`config.mk`:
```
export PLATFORM = sky130hd
export DESIGN_NAME = ata_pio_engine_flat
export DESIGN_NICKNAME = d
export VERILOG_FILES = /design/src/rtl/ata_pio_engine_if.sv /design/src/rtl/ata_pio_engine.sv /design/src/flat_wrapper.sv
export SDC_FILE = /design/constraint.sdc
export NUM_CORES = 1
export LEC_CHECK = 0
export ABC_CLOCK_PERIOD_IN_PS = 6000
export CELL_PAD_IN_SITES_DETAIL_PLACEMENT = 1
export CELL_PAD_IN_SITES_GLOBAL_PLACEMENT = 2
export CORE_UTILIZATION = 37
export CTS_CLUSTER_DIAMETER = 50
export DETAILED_ROUTE_END_ITERATION = 8
export HOLD_SLACK_MARGIN = 0.1
export PLACE_DENSITY = 0.94
export SYNTH_ARGS = -nofsm -noshare
export SYNTH_HDL_FRONTEND = slang
export SYNTH_SLANG_ARGS = --single-unit
```
`constraint.sdc`:
```
create_clock -name CLK40 -period 6 [get_ports CLK40]
set_input_delay 1.2 -clock CLK40 [delete_from_list [all_inputs] [get_ports CLK40]]
set_output_delay 1.2 -clock CLK40 [all_outputs]
set_load 0.1 [all_outputs]
```
`src/rtl/ata_pio_engine_if.sv`:
```
// Host-side and ATA-side signal bundle for the PIO engine.
// The engine connects through the slave modport; the host/device model uses master.
interface ata_pio_engine_if #(
  parameter int unsigned NUM_CH = 2,
  parameter int unsigned CH_W   = 1
) ();
  logic              TSn;
  logic              ATA_ENn;
  logic              RnW;
  logic [CH_W-1:0]   CH_SEL;
  logic              REG_SEL;
  logic [NUM_CH-1:0] FAST;
  logic [NUM_CH-1:0] IORDY;
  logic [NUM_CH-1:0] CS0n;
  logic [NUM_CH-1:0] CS1n;
  logic [NUM_CH-1:0] DIORn;
  logic [NUM_CH-1:0] DIOWn;
  logic              ATA_LATCH;
  logic              ATA_TACK;
  logic              ATA_TEA;
  logic              BUSY;

  modport master (
    output TSn, ATA_ENn, RnW, CH_SEL, REG_SEL, FAST, IORDY,
    input  CS0n, CS1n, DIORn, DIOWn, ATA_LATCH, ATA_TACK, ATA_TEA, BUSY
  );

  modport slave (
    input  TSn, ATA_ENn, RnW, CH_SEL, REG_SEL, FAST, IORDY,
    output CS0n, CS1n, DIORn, DIOWn, ATA_LATCH, ATA_TACK, ATA_TEA, BUSY
  );
endinterface

```
`src/rtl/ata_pio_engine.sv`:
```
// Multi-channel ATA PIO cycle engine: SETUP/ACTIVE/WAIT/HOLD/RECOV sequencing with
// per-channel PIO0/PIO4 timing, IORDY wait states and timeout abort. All outputs registered.
module ata_pio_engine #(
  parameter int unsigned NUM_CH        = 2,
  parameter int unsigned CH_W          = 1,
  parameter int unsigned SLOW_SETUP    = 3,
  parameter int unsigned SLOW_ACTIVE   = 7,
  parameter int unsigned SLOW_HOLD     = 1,
  parameter int unsigned SLOW_RECOV    = 13,
  parameter int unsigned FAST_SETUP    = 1,
  parameter int unsigned FAST_ACTIVE   = 3,
  parameter int unsigned FAST_HOLD     = 1,
  parameter int unsigned FAST_RECOV    = 0,
  parameter int unsigned IORDY_TIMEOUT = 1250
) (
  input logic              CLK40,
  input logic              RESET,
  ata_pio_engine_if.slave  bus
);

  function automatic int unsigned max2(int unsigned a, int unsigned b);
    return (a > b) ? a : b;
  endfunction

  localparam int unsigned MaxLen = max2(max2(max2(SLOW_SETUP, SLOW_ACTIVE),
                                             max2(SLOW_HOLD, SLOW_RECOV)),
                                        max2(max2(FAST_SETUP, FAST_ACTIVE),
                                             max2(max2(FAST_HOLD, FAST_RECOV), IORDY_TIMEOUT)));
  localparam int unsigned CntW = $clog2(MaxLen + 1);
  typedef logic [CntW-1:0] cnt_t;
  localparam cnt_t CntOne = cnt_t'(1);

  localparam logic [2:0] StIdle   = 3'd0;
  localparam logic [2:0] StSetup  = 3'd1;
  localparam logic [2:0] StActive = 3'd2;
  localparam logic [2:0] StWait   = 3'd3;
  localparam logic [2:0] StHold   = 3'd4;
  localparam logic [2:0] StRecov  = 3'd5;

  function automatic cnt_t phase_len(logic [2:0] st, logic fast);
    case (st)
      StSetup:  return fast ? cnt_t'(FAST_SETUP)  : cnt_t'(SLOW_SETUP);
      StActive: return fast ? cnt_t'(FAST_ACTIVE) : cnt_t'(SLOW_ACTIVE);
      StHold:   return fast ? cnt_t'(FAST_HOLD)   : cnt_t'(SLOW_HOLD);
      StRecov:  return fast ? cnt_t'(FAST_RECOV)  : cnt_t'(SLOW_RECOV);
      StWait:   return cnt_t'(IORDY_TIMEOUT);
      default:  return '0;
    endcase
  endfunction

  function automatic logic [2:0] next_phase(logic [2:0] st);
    case (st)
      StSetup:  return StActive;
      StActive: return StHold;
      StHold:   return StRecov;
      default:  return StIdle;
    endcase
  endfunction

  logic [2:0]        state_q, state_d;
  cnt_t              cnt_q, cnt_d;
  logic [CH_W-1:0]   ch_q, ch_d;
  logic              reg_q, reg_d, rnw_q, rnw_d, fast_q, fast_d, exit_q, exit_d;
  logic [NUM_CH-1:0] cs0n_q, cs0n_d, cs1n_q, cs1n_d, diorn_q, diorn_d, diown_q, diown_d;
  logic              latch_q, latch_d, tack_q, tack_d, tea_q, tea_d, busy_q, busy_d;
  logic              sel_d, strb_d;

  always_comb begin
    state_d = state_q;
    cnt_d   = cnt_q;
    ch_d    = ch_q;
    reg_d   = reg_q;
    rnw_d   = rnw_q;
    fast_d  = fast_q;
    exit_d  = 1'b0;
    tea_d   = 1'b0;
    case (state_q)
      StIdle: begin
        if (!bus.TSn && !bus.ATA_ENn) begin
          ch_d  = bus.CH_SEL;
          reg_d = bus.REG_SEL;
          rnw_d = bus.RnW;
          if (32'(bus.CH_SEL) >= NUM_CH) begin
            tea_d = 1'b1;
          end else begin
            fast_d  = bus.FAST[bus.CH_SEL];
            state_d = StSetup;
            cnt_d   = phase_len(StSetup, fast_d);
          end
        end
      end
      StSetup, StActive, StHold, StRecov: begin
        if (cnt_q == CntOne) begin
          state_d = next_phase(state_q);
          cnt_d   = phase_len(state_d, fast_q);
        end else begin
          cnt_d = cnt_q - CntOne;
        end
      end
      StWait: begin
        // exit_q marks the one extra strobe-low cycle after IORDY was seen high
        if (exit_q) begin
          state_d = StHold;
          cnt_d   = phase_len(StHold, fast_q);
        end else if (bus.IORDY[ch_q]) begin
          exit_d = 1'b1;
        end else if (cnt_q == CntOne) begin
          tea_d   = 1'b1;
          state_d = StRecov;
          cnt_d   = phase_len(StRecov, fast_q);
        end else begin
          cnt_d = cnt_q - CntOne;
        end
      end
      default: state_d = StIdle;
    endcase
    if (state_d == StRecov && cnt_d == '0) begin
      state_d = StIdle;
    end
    // IORDY is checked on the edge entering the final strobe cycle so LATCH can be registered
    if (state_d == StActive && cnt_d == CntOne && !bus.IORDY[ch_q]) begin
      state_d = StWait;
      cnt_d   = phase_len(StWait, fast_q);
    end
  end

  always_comb begin
    busy_d  = (state_d != StIdle);
    sel_d   = (state_d == StSetup) || (state_d == StActive) || (state_d == StWait) ||
              (state_d == StHold);
    strb_d  = (state_d == StActive) || (state_d == StWait);
    latch_d = rnw_d && (((state_d == StActive) && (cnt_d == CntOne)) || exit_d);
    tack_d  = (state_d == StHold) && (state_q != StHold);
    cs0n_d  = '1;
    cs1n_d  = '1;
    diorn_d = '1;
    diown_d = '1;
    for (int unsigned i = 0; i < NUM_CH; i++) begin
      if (ch_d == CH_W'(i)) begin
        cs0n_d[i]  = !(sel_d && !reg_d);
        cs1n_d[i]  = !(sel_d && reg_d);
        diorn_d[i] = !(strb_d && rnw_d);
        diown_d[i] = !(strb_d && !rnw_d);
      end
    end
  end

  always_ff @(posedge CLK40 or posedge RESET) begin
    if (RESET) begin
      state_q <= StIdle;
      cnt_q   <= '0;
      ch_q    <= '0;
      reg_q   <= 1'b0;
      rnw_q   <= 1'b0;
      fast_q  <= 1'b0;
      exit_q  <= 1'b0;
      cs0n_q  <= '1;
      cs1n_q  <= '1;
      diorn_q <= '1;
      diown_q <= '1;
      latch_q <= 1'b0;
      tack_q  <= 1'b0;
      tea_q   <= 1'b0;
      busy_q  <= 1'b0;
    end else begin
      state_q <= state_d;
      cnt_q   <= cnt_d;
      ch_q    <= ch_d;
      reg_q   <= reg_d;
      rnw_q   <= rnw_d;
      fast_q  <= fast_d;
      exit_q  <= exit_d;
      cs0n_q  <= cs0n_d;
      cs1n_q  <= cs1n_d;
      diorn_q <= diorn_d;
      diown_q <= diown_d;
      latch_q <= latch_d;
      tack_q  <= tack_d;
      tea_q   <= tea_d;
      busy_q  <= busy_d;
    end
  end

  assign bus.CS0n      = cs0n_q;
  assign bus.CS1n      = cs1n_q;
  assign bus.DIORn     = diorn_q;
  assign bus.DIOWn     = diown_q;
  assign bus.ATA_LATCH = latch_q;
  assign bus.ATA_TACK  = tack_q;
  assign bus.ATA_TEA   = tea_q;
  assign bus.BUSY      = busy_q;

endmodule

```
`src/flat_wrapper.sv`:
```
// flat-port wrapper written by rule: the top's interface ports become plain ports
module ata_pio_engine_flat 
#(
  parameter int unsigned NUM_CH        = 2,
  parameter int unsigned CH_W          = 1,
  parameter int unsigned SLOW_SETUP    = 3,
  parameter int unsigned SLOW_ACTIVE   = 7,
  parameter int unsigned SLOW_HOLD     = 1,
  parameter int unsigned SLOW_RECOV    = 13,
  parameter int unsigned FAST_SETUP    = 1,
  parameter int unsigned FAST_ACTIVE   = 3,
  parameter int unsigned FAST_HOLD     = 1,
  parameter int unsigned FAST_RECOV    = 0,
  parameter int unsigned IORDY_TIMEOUT = 1250
)
  (CLK40, RESET, bus_TSn, bus_ATA_ENn, bus_RnW, bus_CH_SEL, bus_REG_SEL, bus_FAST, bus_IORDY, bus_CS0n, bus_CS1n, bus_DIORn, bus_DIOWn, bus_ATA_LATCH, bus_ATA_TACK, bus_ATA_TEA, bus_BUSY);
  ata_pio_engine_if #(.NUM_CH(NUM_CH), .CH_W(CH_W)) bus_i ();
  input logic CLK40;
  input logic RESET;
  input wire logic [$bits(bus_i.TSn)-1:0] bus_TSn;
  input wire logic [$bits(bus_i.ATA_ENn)-1:0] bus_ATA_ENn;
  input wire logic [$bits(bus_i.RnW)-1:0] bus_RnW;
  input wire logic [$bits(bus_i.CH_SEL)-1:0] bus_CH_SEL;
  input wire logic [$bits(bus_i.REG_SEL)-1:0] bus_REG_SEL;
  input wire logic [$bits(bus_i.FAST)-1:0] bus_FAST;
  input wire logic [$bits(bus_i.IORDY)-1:0] bus_IORDY;
  output wire logic [$bits(bus_i.CS0n)-1:0] bus_CS0n;
  output wire logic [$bits(bus_i.CS1n)-1:0] bus_CS1n;
  output wire logic [$bits(bus_i.DIORn)-1:0] bus_DIORn;
  output wire logic [$bits(bus_i.DIOWn)-1:0] bus_DIOWn;
  output wire logic [$bits(bus_i.ATA_LATCH)-1:0] bus_ATA_LATCH;
  output wire logic [$bits(bus_i.ATA_TACK)-1:0] bus_ATA_TACK;
  output wire logic [$bits(bus_i.ATA_TEA)-1:0] bus_ATA_TEA;
  output wire logic [$bits(bus_i.BUSY)-1:0] bus_BUSY;
  assign bus_i.TSn = bus_TSn;
  assign bus_i.ATA_ENn = bus_ATA_ENn;
  assign bus_i.RnW = bus_RnW;
  assign bus_i.CH_SEL = bus_CH_SEL;
  assign bus_i.REG_SEL = bus_REG_SEL;
  assign bus_i.FAST = bus_FAST;
  assign bus_i.IORDY = bus_IORDY;
  assign bus_CS0n = bus_i.CS0n;
  assign bus_CS1n = bus_i.CS1n;
  assign bus_DIORn = bus_i.DIORn;
  assign bus_DIOWn = bus_i.DIOWn;
  assign bus_ATA_LATCH = bus_i.ATA_LATCH;
  assign bus_ATA_TACK = bus_i.ATA_TACK;
  assign bus_ATA_TEA = bus_i.ATA_TEA;
  assign bus_BUSY = bus_i.BUSY;
  ata_pio_engine #(.NUM_CH(NUM_CH), .CH_W(CH_W), .SLOW_SETUP(SLOW_SETUP), .SLOW_ACTIVE(SLOW_ACTIVE), .SLOW_HOLD(SLOW_HOLD), .SLOW_RECOV(SLOW_RECOV), .FAST_SETUP(FAST_SETUP), .FAST_ACTIVE(FAST_ACTIVE), .FAST_HOLD(FAST_HOLD), .FAST_RECOV(FAST_RECOV), .IORDY_TIMEOUT(IORDY_TIMEOUT)) u_core (.CLK40(CLK40), .RESET(RESET), .bus(bus_i));
endmodule
```
==> metrics.cfg, run 1 <==
[clocking]
clockBufferDepth = 2
clk_pin_slew_ns = 0.07
clock_latency_ns = 0.28
htree_levels = 2
post_cts_resized = 0
cts_hold_buf = 0
cts_root_buf = clkbuf_8
cts_sinks = 31
post_cts_buffers = 0
cts_inserted_buffers = 5
cts_tree = built

[placement]
portBuffers = 22
dpl_cell_area_um2 = 2220
gp_congestion = 0.845
dp_hpwl_mm = 4.00

[grt]
antenna_found_initial = 0
grt.overflow.total = 0
met1_usage_pct = 29.9
gr-max-usage-layer = met2
grt_usage_pct = 21.2
grt_util_met2_pct = 34.7
grt_pass1_wl_mm = 8.89
first_global_vias = 1764
grt_max_degree = 32
grt_use_met3_pct = 3.61

[logic_synthesis]
yosysUniqueCellTypes = 56
yosysWarnings = 0
synth_top_cell_by_area = dfrtp_1
ys_top_cells_by_area = dfrtp_1 29%, dfstp_2 11%, nand2_1 3.7%
syn_area_um2 = 1950
syn_avg_cell_area_um2 = 9.04
ys_ff_latch = 31
synthCells = 216
synth-seq-area-share_pct = 40.3
synth_top_cell_area_share_pct = 29.5
synth-async-reset-ratio_pct = 100
synth_flop_cell = dfrtp_1
synth_edf_count = 0
synth_fp_nets = 231

[critical_path]
crit_chain = clkdlybuf4s50_1 > mux2i_1 > nor3_1 > or2_2 > a221oi_1 > nand4_1 > or4_4 > or4_4 > o211ai_2
cpPeakStageDelay_ns = 0.61
endpoint_kind = flop
slowest_stage = or4_4
path_common_cell = or4_4
cp_max_fo = 8
start_kind = primary input
critPathKind = primary input to flop
crit_arrival_ns = 4.64
ff2ff_path_depth = 8
worstPathRequired_ns = 6.21

[sta]
hold_viol_final = 0
relSlewSlack_pct = 34.8
fmax_mhz = 226
slew_viol_final = 0
setup_viol = 0
rsz0062_at_grt = no
clock_skew_ns = 0.00387
min_period_ns = 4.43
period_share_pct = 73.9
tightest_slew_ns = 0.975
final.setup.tns_ns = 0

[flow_run]
max-cap-violations = 0

[power]
power_density_nw_per_um2 = 188
leakagePower_nw = 0.969
totalPowerFinal_mw = 0.439
max-vdd-ir-drop_uv = 145

[status]
status = completed

[floorplan]
fp-row-count = 26
die_w_um = 74.6
die_h_um = 74.6
coreArea_um2 = 5110
initial_utilization_pct = 38.2
die-area_um2 = 5570
ioPinCount = 23

[hold_path]
hold_class = flop to flop
whs_path_depth = 2

[cells_and_area]
area_growth_pct = 19.7
final_nets = 252
final_util_pct = 45.7
insertedDiodeCount = 0
postLayoutCellArea_um2 = 2340
drive_gt1_share_pct = 13.9

[detailed_routing]
wl_per_cell_um = 17.4
drcViolationCount = 0
vias_per_cell = 5.65
wl_mm = 5.37
ant_nets = 0
drtPass1Iterations = 4
drtIter0Drc = 85
vias = 1740

final cells by class:
cell class                 count  area (µm²)
clock buffer                   6        82.6
clock inverter                 2        35.0
fill                         615        2770
inverter                       8        30.0
multi-input combinational    168        1090
sequential                    31         786
tap                           70        87.6
timing repair buffer          23         228
state kept, by name, summed over array words and instances, names as in the netlist, 2 cells and up:
signal            cells
u_core.bus.CS1n       2
u_core.bus.DIORn      2
u_core.bus.CS0n       2
u_core.state_q        3
u_core.cnt_q         11
u_core.bus.DIOWn      2
where the power goes:
part	switching [mW]	internal, mW	total (mW)
Clock	0.0813	0.134	0.216
Sequential	0	0.209	0.209
Combinational	0.00742	0.00700	0.0144
routing by layer:
| layer | wire length, µm | vias up |
|---|---|---|
| met4 | 29 | 0 |
| li1 | - | 857 |
| met3 | 152 | 5 |
| met1 | 2520 | 853 |
| met5 | 0 | - |
| met2 | 2670 | 25 |
worst max-delay path, delay by kind of cell:
family,cells,cell delay (ns)
muxes,1,0.56
buffers and inverters,1,0.41
AOI/OAI and AO/OA,2,0.48
and+or+nand+nor,5,1.99
synthesized netlist by cell type, types with 2 or more instances:
library cell   n
a211o_1        3
a211oi_1       5
a211oi_2       2
a21boi_0       2
a21o_1         3
a21oi_1       11
a221oi_1       2
a2bb2oi_1      3
buf_6          2
clkbuf_1       7
dfrtp_1       23
dfstp_2        8
ha_1           4
inv_1          8
mux2i_1        4
nand2_1       19
nand2b_1       3
nand3_1       11
nand3b_1       3
nand4_1        2
nor2_1        19
nor2b_1        3
nor3_1        10
nor4_1         2
o211ai_1       2
o211ai_2       2
o21ai_0       13
o22ai_1        2
o31ai_1        3
or2_2          3
or3_1          3
or3b_1         2
or3b_2         2
or4_4          3
path summary, 6_finish.rpt:
kind,from,to,slack [ns]
max,bus_IORDY[1],u_core.cnt_q[6],1.57
min,u_core.reg_q,u_core.bus.CS0n[1],0.55
max reg2reg,u_core.state_q[1],u_core.cnt_q[6],2.18
min reg2reg,u_core.reg_q,u_core.bus.CS0n[1],0.55
max in group asynchronous,RESET,u_core.bus.DIOWn[1],4.36
min in group asynchronous,RESET,u_core.cnt_q[5],1.30
kinds of logic (layout without fill, tap and decap cells):
kind of cell | Yosys count | in the layout | share of synthesized area (%)
AOI/OAI and AO/OA | 63 | 63 | 23.4
xor gates and xnor gates | 1 | 1 | 0.449
adders and majority gates | 4 | 4 | 2.56
buffers and inverters | 17 | 39 | 4.04
DFF | 31 | 31 | 40.3
muxes | 5 | 5 | 2.63
and+or+nand+nor | 95 | 95 | 26.7
through the flow:
| step | cells | setup slack [ns] | hold slack [ns] |
|---|---|---|---|
| floorplan | 216 | 1.90 | 0.489 |
| global placement | 300 | 1.33 | 0.516 |
| detailed placement | 300 | 1.28 | 0.539 |
| CTS | 308 | 1.56 | 0.556 |
| global route | 308 | 1.34 | 0.582 |
| finish | 308 | 1.57 | 0.553 |
placed cells by master (no fill, tap or decap), drive strengths merged, types with 3 or more instances in the layout:
cell | netlist | final
dfrtp | 23 | 23
or3b | 4 | 4
inv | 8 | 8
mux2i | 4 | 4
a211o | 3 | 3
nand2 | 20 | 20
or2 | 3 | 3
nand3 | 12 | 12
a211oi | 7 | 7
dfstp | 8 | 8
nand2b | 3 | 3
nand3b | 3 | 3
o31ai | 3 | 3
nor3 | 10 | 10
a2bb2oi | 3 | 3
or4 | 4 | 4
a21oi | 11 | 11
nor2 | 19 | 19
nor2b | 3 | 3
ha | 4 | 4
o211ai | 4 | 4
or3 | 3 | 3
o21ai | 14 | 14
clkdlybuf4s50 | 0 | 22
clkbuf | 7 | 6
a21o | 3 | 3
Note: power is estimated with default switching activity, not from simulation.
==> run 2: changes to the inputs <==
- ABC_CLOCK_PERIOD_IN_PS: 6000 -> 4200
- CORE_UTILIZATION: 37 -> 34
- PLACE_DENSITY: 0.94 -> 0.88
- clock period: 6 -> 4.2 ns (I/O delays scaled with it)
==> metrics.cfg, run 2 (same netlist as run 1, synthesis figures left out) <==
[critical_path]
endpoint_kind = flop
path_common_cell = or4_4
slowest_stage = or4_4
start_kind = primary input
path_delay_family = simple AND/OR/NAND/NOR gates
critPathKind = primary input to flop
crit_chain = clkdlybuf4s50_1 > nor2_1 > o21ai_0 > or2_2 > a221oi_1 > nand4_1 > or4_4 > or4_4 > nand3_2
cp_max_fo = 7
worstPathRequired_ns = 4.42
worst-path-buf-inv = 1
crit_arrival_ns = 3.93
cpPeakStageDelay_ns = 0.61

[floorplan]
die_h_um = 77.8
coreArea_um2 = 5510
initial_utilization_pct = 35.4
die-area_um2 = 6050
fp-row-count = 27
ioPinCount = 23
die_w_um = 77.8

[detailed_routing]
vias = 1825
drtIter0Drc = 122
drcViolationCount = 0
drtPass1Iterations = 4
ant_nets = 0
vias_per_cell = 5.74
wl_mm = 5.49
wl_per_cell_um = 17.3

[power]
power_frac_comb_pct = 3.6
power_density_nw_per_um2 = 263
p_sw_mw = 0.129
clockPowerShare_pct = 49.0
p_seq_share_pct = 47.3
intPower_mw = 0.503
max-vdd-ir-drop_uv = 146
swShare_pct = 20.4
leakagePower_nw = 1.01

[hold_path]
hold_class = flop to flop

[cells_and_area]
stdcell_count = 318
final_common_cell = dfrtp_1
area_growth_pct = 22.9
top_regs = u_core.cnt_q (11), u_core.state_q (3)
largest_register = u_core.cnt_q
drive_gt1_share_pct = 16.7
insertedDiodeCount = 0
largest_reg_flops = 11
final_nets = 260
final_cell_mix = 23 x dfrtp_1, 22 x clkdlybuf4s50_1, 19 x nor2_1, 19 x nand2_1, 13 x o21ai_0

[grt]
first_global_vias = 1850
grt.overflow.total = 0
antenna_found_initial = 0
grt_usage_pct = 20.1
grt_pass1_wl_mm = 9.47
grt_max_degree = 28

[placement]
post-place-cells = 310
dp_hpwl_mm = 4.18
portBuffers = 22
place_ws_ns = 0.191
gp_congestion = 0.836

[clocking]
clockBufferDepth = 2
cts_hold_buf = 0
cts_inserted_buffers = 5
cts_sinks = 31
clock_latency_ns = 0.28
cts_tree = built
htree_levels = 2
clk_pin_slew_ns = 0.07
post_cts_resized = 0
post_cts_buffers = 0
cts_root_buf = clkbuf_8

[sta]
worst_slack_ns = 0.491
holdWs_ns = 0.555
final.setup.tns_ns = 0
min_period_ns = 3.71
slew_viol_final = 0
clock_skew_ns = 0.00680
tightest_slew_ns = 1.09
period_share_pct = 88.3
relSlewSlack_pct = 27.1
setup_viol = 0
hold_viol_final = 0
rsz0062_at_grt = no
fmax_mhz = 270

[flow_run]
max-cap-violations = 0

[status]
status = completed

run 2: changes by cell type in the layout (fill, tap and decap cells not counted), sizes merged:
cell,change
buf,+8
run 2: power groups by stage:
| stage | clock, mW | combinational, mW | sequential (mW) |
|---|---|---|---|
| 6_report | 0.309 | 0.0230 | 0.299 |
| 5_1_grt | 0.331 | 0.0260 | 0.299 |
| 4_1_cts | 0.315 | 0.0236 | 0.299 |
| 3_5_place_dp | 0 | 0.0236 | 0.304 |
| 3_3_place_gp | 0 | 0.0233 | 0.304 |
| 2_1_floorplan | 0 | 0.00720 | 0.304 |
run 2: final timing paths:
check / from / slack (ns) / to / cells after the start
min in group asynchronous: RESET / 1.13 / u_core.cnt_q[4] / 2
min: u_core.reg_q / 0.56 / u_core.bus.CS0n[1] / 2
max in group asynchronous: RESET / 2.31 / u_core.bus.CS1n[0] / 3
max reg2reg: u_core.cnt_q[0] / 0.61 / u_core.cnt_q[10] / 8
max: bus_TSn / 0.49 / u_core.cnt_q[10] / 9
min reg2reg: u_core.reg_q / 0.56 / u_core.bus.CS0n[1] / 2
run 2: final cells by class:
class	count	area [µm²]
Inverter	8	30.0
Tap cell	72	90.1
Sequential cell	31	786
Fill cell	620	3110
Timing Repair Buffer	31	288
Clock inverter	2	35.0
Multi-Input combinational cell	168	1090
Clock buffer	6	82.6
run 2: routing by layer:
metal / global-route usage [%] / share of wire, %
met4: 4.53 / 0.58
met2: 34.5 / 51
met3: 3.76 / 4.2
met5: 0 / 0
met1: 26.1 / 44
run 2: worst reg2reg max path, delay by kind of cell (launching register included):
kind            cells  cell delay, ns
flops               1            0.50
simple gates        5            2.33
compound gates      3            0.70
run 2: stage by stage:
stage | util [%] | area, µm² | power (mW)
after floorplan | - | 1950 | 0.311
after global placement | 41.4 | 2280 | 0.328
after detailed placement | 41.4 | 2280 | 0.328
after CTS | 43.6 | 2400 | 0.638
after global routing | 43.6 | 2400 | 0.655
final | 43.6 | 2400 | 0.631
==> run 3: changes to the inputs <==
- CORE_MARGIN: unset -> 5
- MAX_ROUTING_LAYER: unset -> met4
==> metrics.cfg, run 3 (same netlist as run 1, synthesis figures left out) <==
[sta]
period_share_pct = 89.3
hold_viol_final = 0
final.setup.tns_ns = 0
rsz0062_at_grt = no
slew_viol_final = 0
fmax_mhz = 267
clock_skew_ns = 0.00515
setup_viol = 0
min_period_ns = 3.75
relSlewSlack_pct = 29.8
tightest_slew_ns = 1.05

[floorplan]
die-area_um2 = 7360
die_h_um = 85.8
fp-row-count = 27
coreArea_um2 = 5540
die_w_um = 85.8
ioPinCount = 23
initial_utilization_pct = 35.2

[power]
intPower_mw = 0.503
max-vdd-ir-drop_uv = 162
p_sw_mw = 0.134
clockPowerShare_pct = 49.5
swShare_pct = 21.1
power_frac_comb_pct = 3.6
p_seq_share_pct = 46.9
power_density_nw_per_um2 = 265
leakagePower_nw = 1.01

[cells_and_area]
final_common_cell = dfrtp_1
largest_register = u_core.cnt_q
largest_reg_flops = 11
top_regs = u_core.cnt_q (11), u_core.state_q (3)
final_nets = 260
drive_gt1_share_pct = 16.7
area_growth_pct = 22.9
final_util_pct = 43.3
final_cell_mix = 23 x dfrtp_1, 22 x clkdlybuf4s50_1, 19 x nor2_1, 19 x nand2_1, 13 x o21ai_0
insertedDiodeCount = 0

[detailed_routing]
drtIter0Drc = 91
vias_per_cell = 5.74
drtPass1Iterations = 4
drcViolationCount = 0
wl_mm = 5.89
vias = 1826
ant_nets = 0
wl_per_cell_um = 18.5

[clocking]
cts_root_buf = clkbuf_8
htree_levels = 2
cts_inserted_buffers = 5
clock_latency_ns = 0.29
cts_tree = built
post_cts_buffers = 0
cts_hold_buf = 0
cts_sinks = 31
clk_pin_slew_ns = 0.07
post_cts_resized = 0
clockBufferDepth = 2

[critical_path]
critPathKind = primary input to flop
r2r-start = u_core.cnt_q[4]
startpoint = bus_TSn
crit_arrival_ns = 3.98
cp_max_fo = 7
crit_chain = clkdlybuf4s50_1 > nor2_1 > o21ai_0 > or2_2 > a221oi_1 > nand4_1 > or4_4 > nor4_1 > a211o_1
slowest_stage = or4_4
worstPathRequired_ns = 4.43
endpoint_kind = flop
worst-path-buf-inv = 1
start_kind = primary input
path_delay_family = simple AND/OR/NAND/NOR gates
cpPeakStageDelay_ns = 0.61

[grt]
grt_max_degree = 27
grt_pass1_wl_mm = 9.83
grt_usage_pct = 17.4
grt.overflow.total = 0
antenna_found_initial = 0
first_global_vias = 1942

[status]
status = completed

[placement]
dp_hpwl_mm = 4.47
gp_congestion = 0.801
portBuffers = 22

[flow_run]
max-cap-violations = 0

[hold_path]
worstHoldStart = u_core.reg_q
hold_class = flop to flop

run 3: cell counts in the layout (fill, tap and decap cells not counted):
No cell type changed its count.
run 3: final timing paths:
kind | endpoint | slack [ns] | depth (start not counted)
worst max-delay path | u_core.cnt_q[7] | 0.45 | 9
worst min-delay path | u_core.bus.CS0n[0] | 0.55 | 2
max in group asynchronous | u_core.bus.DIOWn[0] | 2.32 | 3
min in group asynchronous | u_core.cnt_q[4] | 1.11 | 2
worst max register to register | u_core.cnt_q[7] | 0.51 | 8
worst min register to register | u_core.bus.CS0n[0] | 0.55 | 2
run 3: cell type report:
cell class | count | area, µm²
Clock inverter | 2 | 35.0
Tap cell | 72 | 90.1
Multi-Input combinational cell | 168 | 1090
Timing Repair Buffer | 31 | 288
Sequential cell | 31 | 786
Fill cell | 662 | 3140
Clock buffer | 6 | 82.6
Inverter | 8 | 30.0
run 3: layer usage:
| metal | up-vias | part of all wire (%) | wire length, µm | GRT usage (%) |
|---|---|---|---|---|
| li1 | 863 | - | - | - |
| met3 | 8 | 3.4 | 198 | 2.98 |
| met1 | 917 | 45 | 2670 | 21.3 |
| met2 | 38 | 50 | 2940 | 29.4 |
| met4 | 0 | 1.5 | 86 | 4.89 |
| met5 | - | 0 | 0 | - |
run 3: power by group through the flow:
stage                     Clock [mW]  Combinational, mW  Sequential, mW
after floorplan                    0            0.00720           0.304
final                          0.315             0.0230           0.299
after global routing           0.336             0.0252           0.299
after detailed placement           0             0.0234           0.304
after CTS                      0.320             0.0236           0.299
after global placement             0             0.0230           0.304
run 3: worst min-delay path, stage by stage (launching register included):
cell	delay (ns)
dfrtp_1	0.33
mux2i_1	0.10
nand3_1	0.08
run 3: through the flow:
step | power [mW] | hold WS, ns | cell area, µm² | setup WS (ns) | std cells
5_1_grt | 0.659 | 0.588 | 2400 | 0.246 | 318
2_1_floorplan | 0.311 | 0.489 | 1950 | 0.455 | 216
3_5_place_dp | 0.328 | 0.529 | 2280 | 0.226 | 310
4_1_cts | 0.643 | 0.547 | 2400 | 0.511 | 318
3_3_place_gp | 0.327 | 0.515 | 2280 | 0.267 | 310
6_report | 0.637 | 0.549 | 2400 | 0.450 | 318
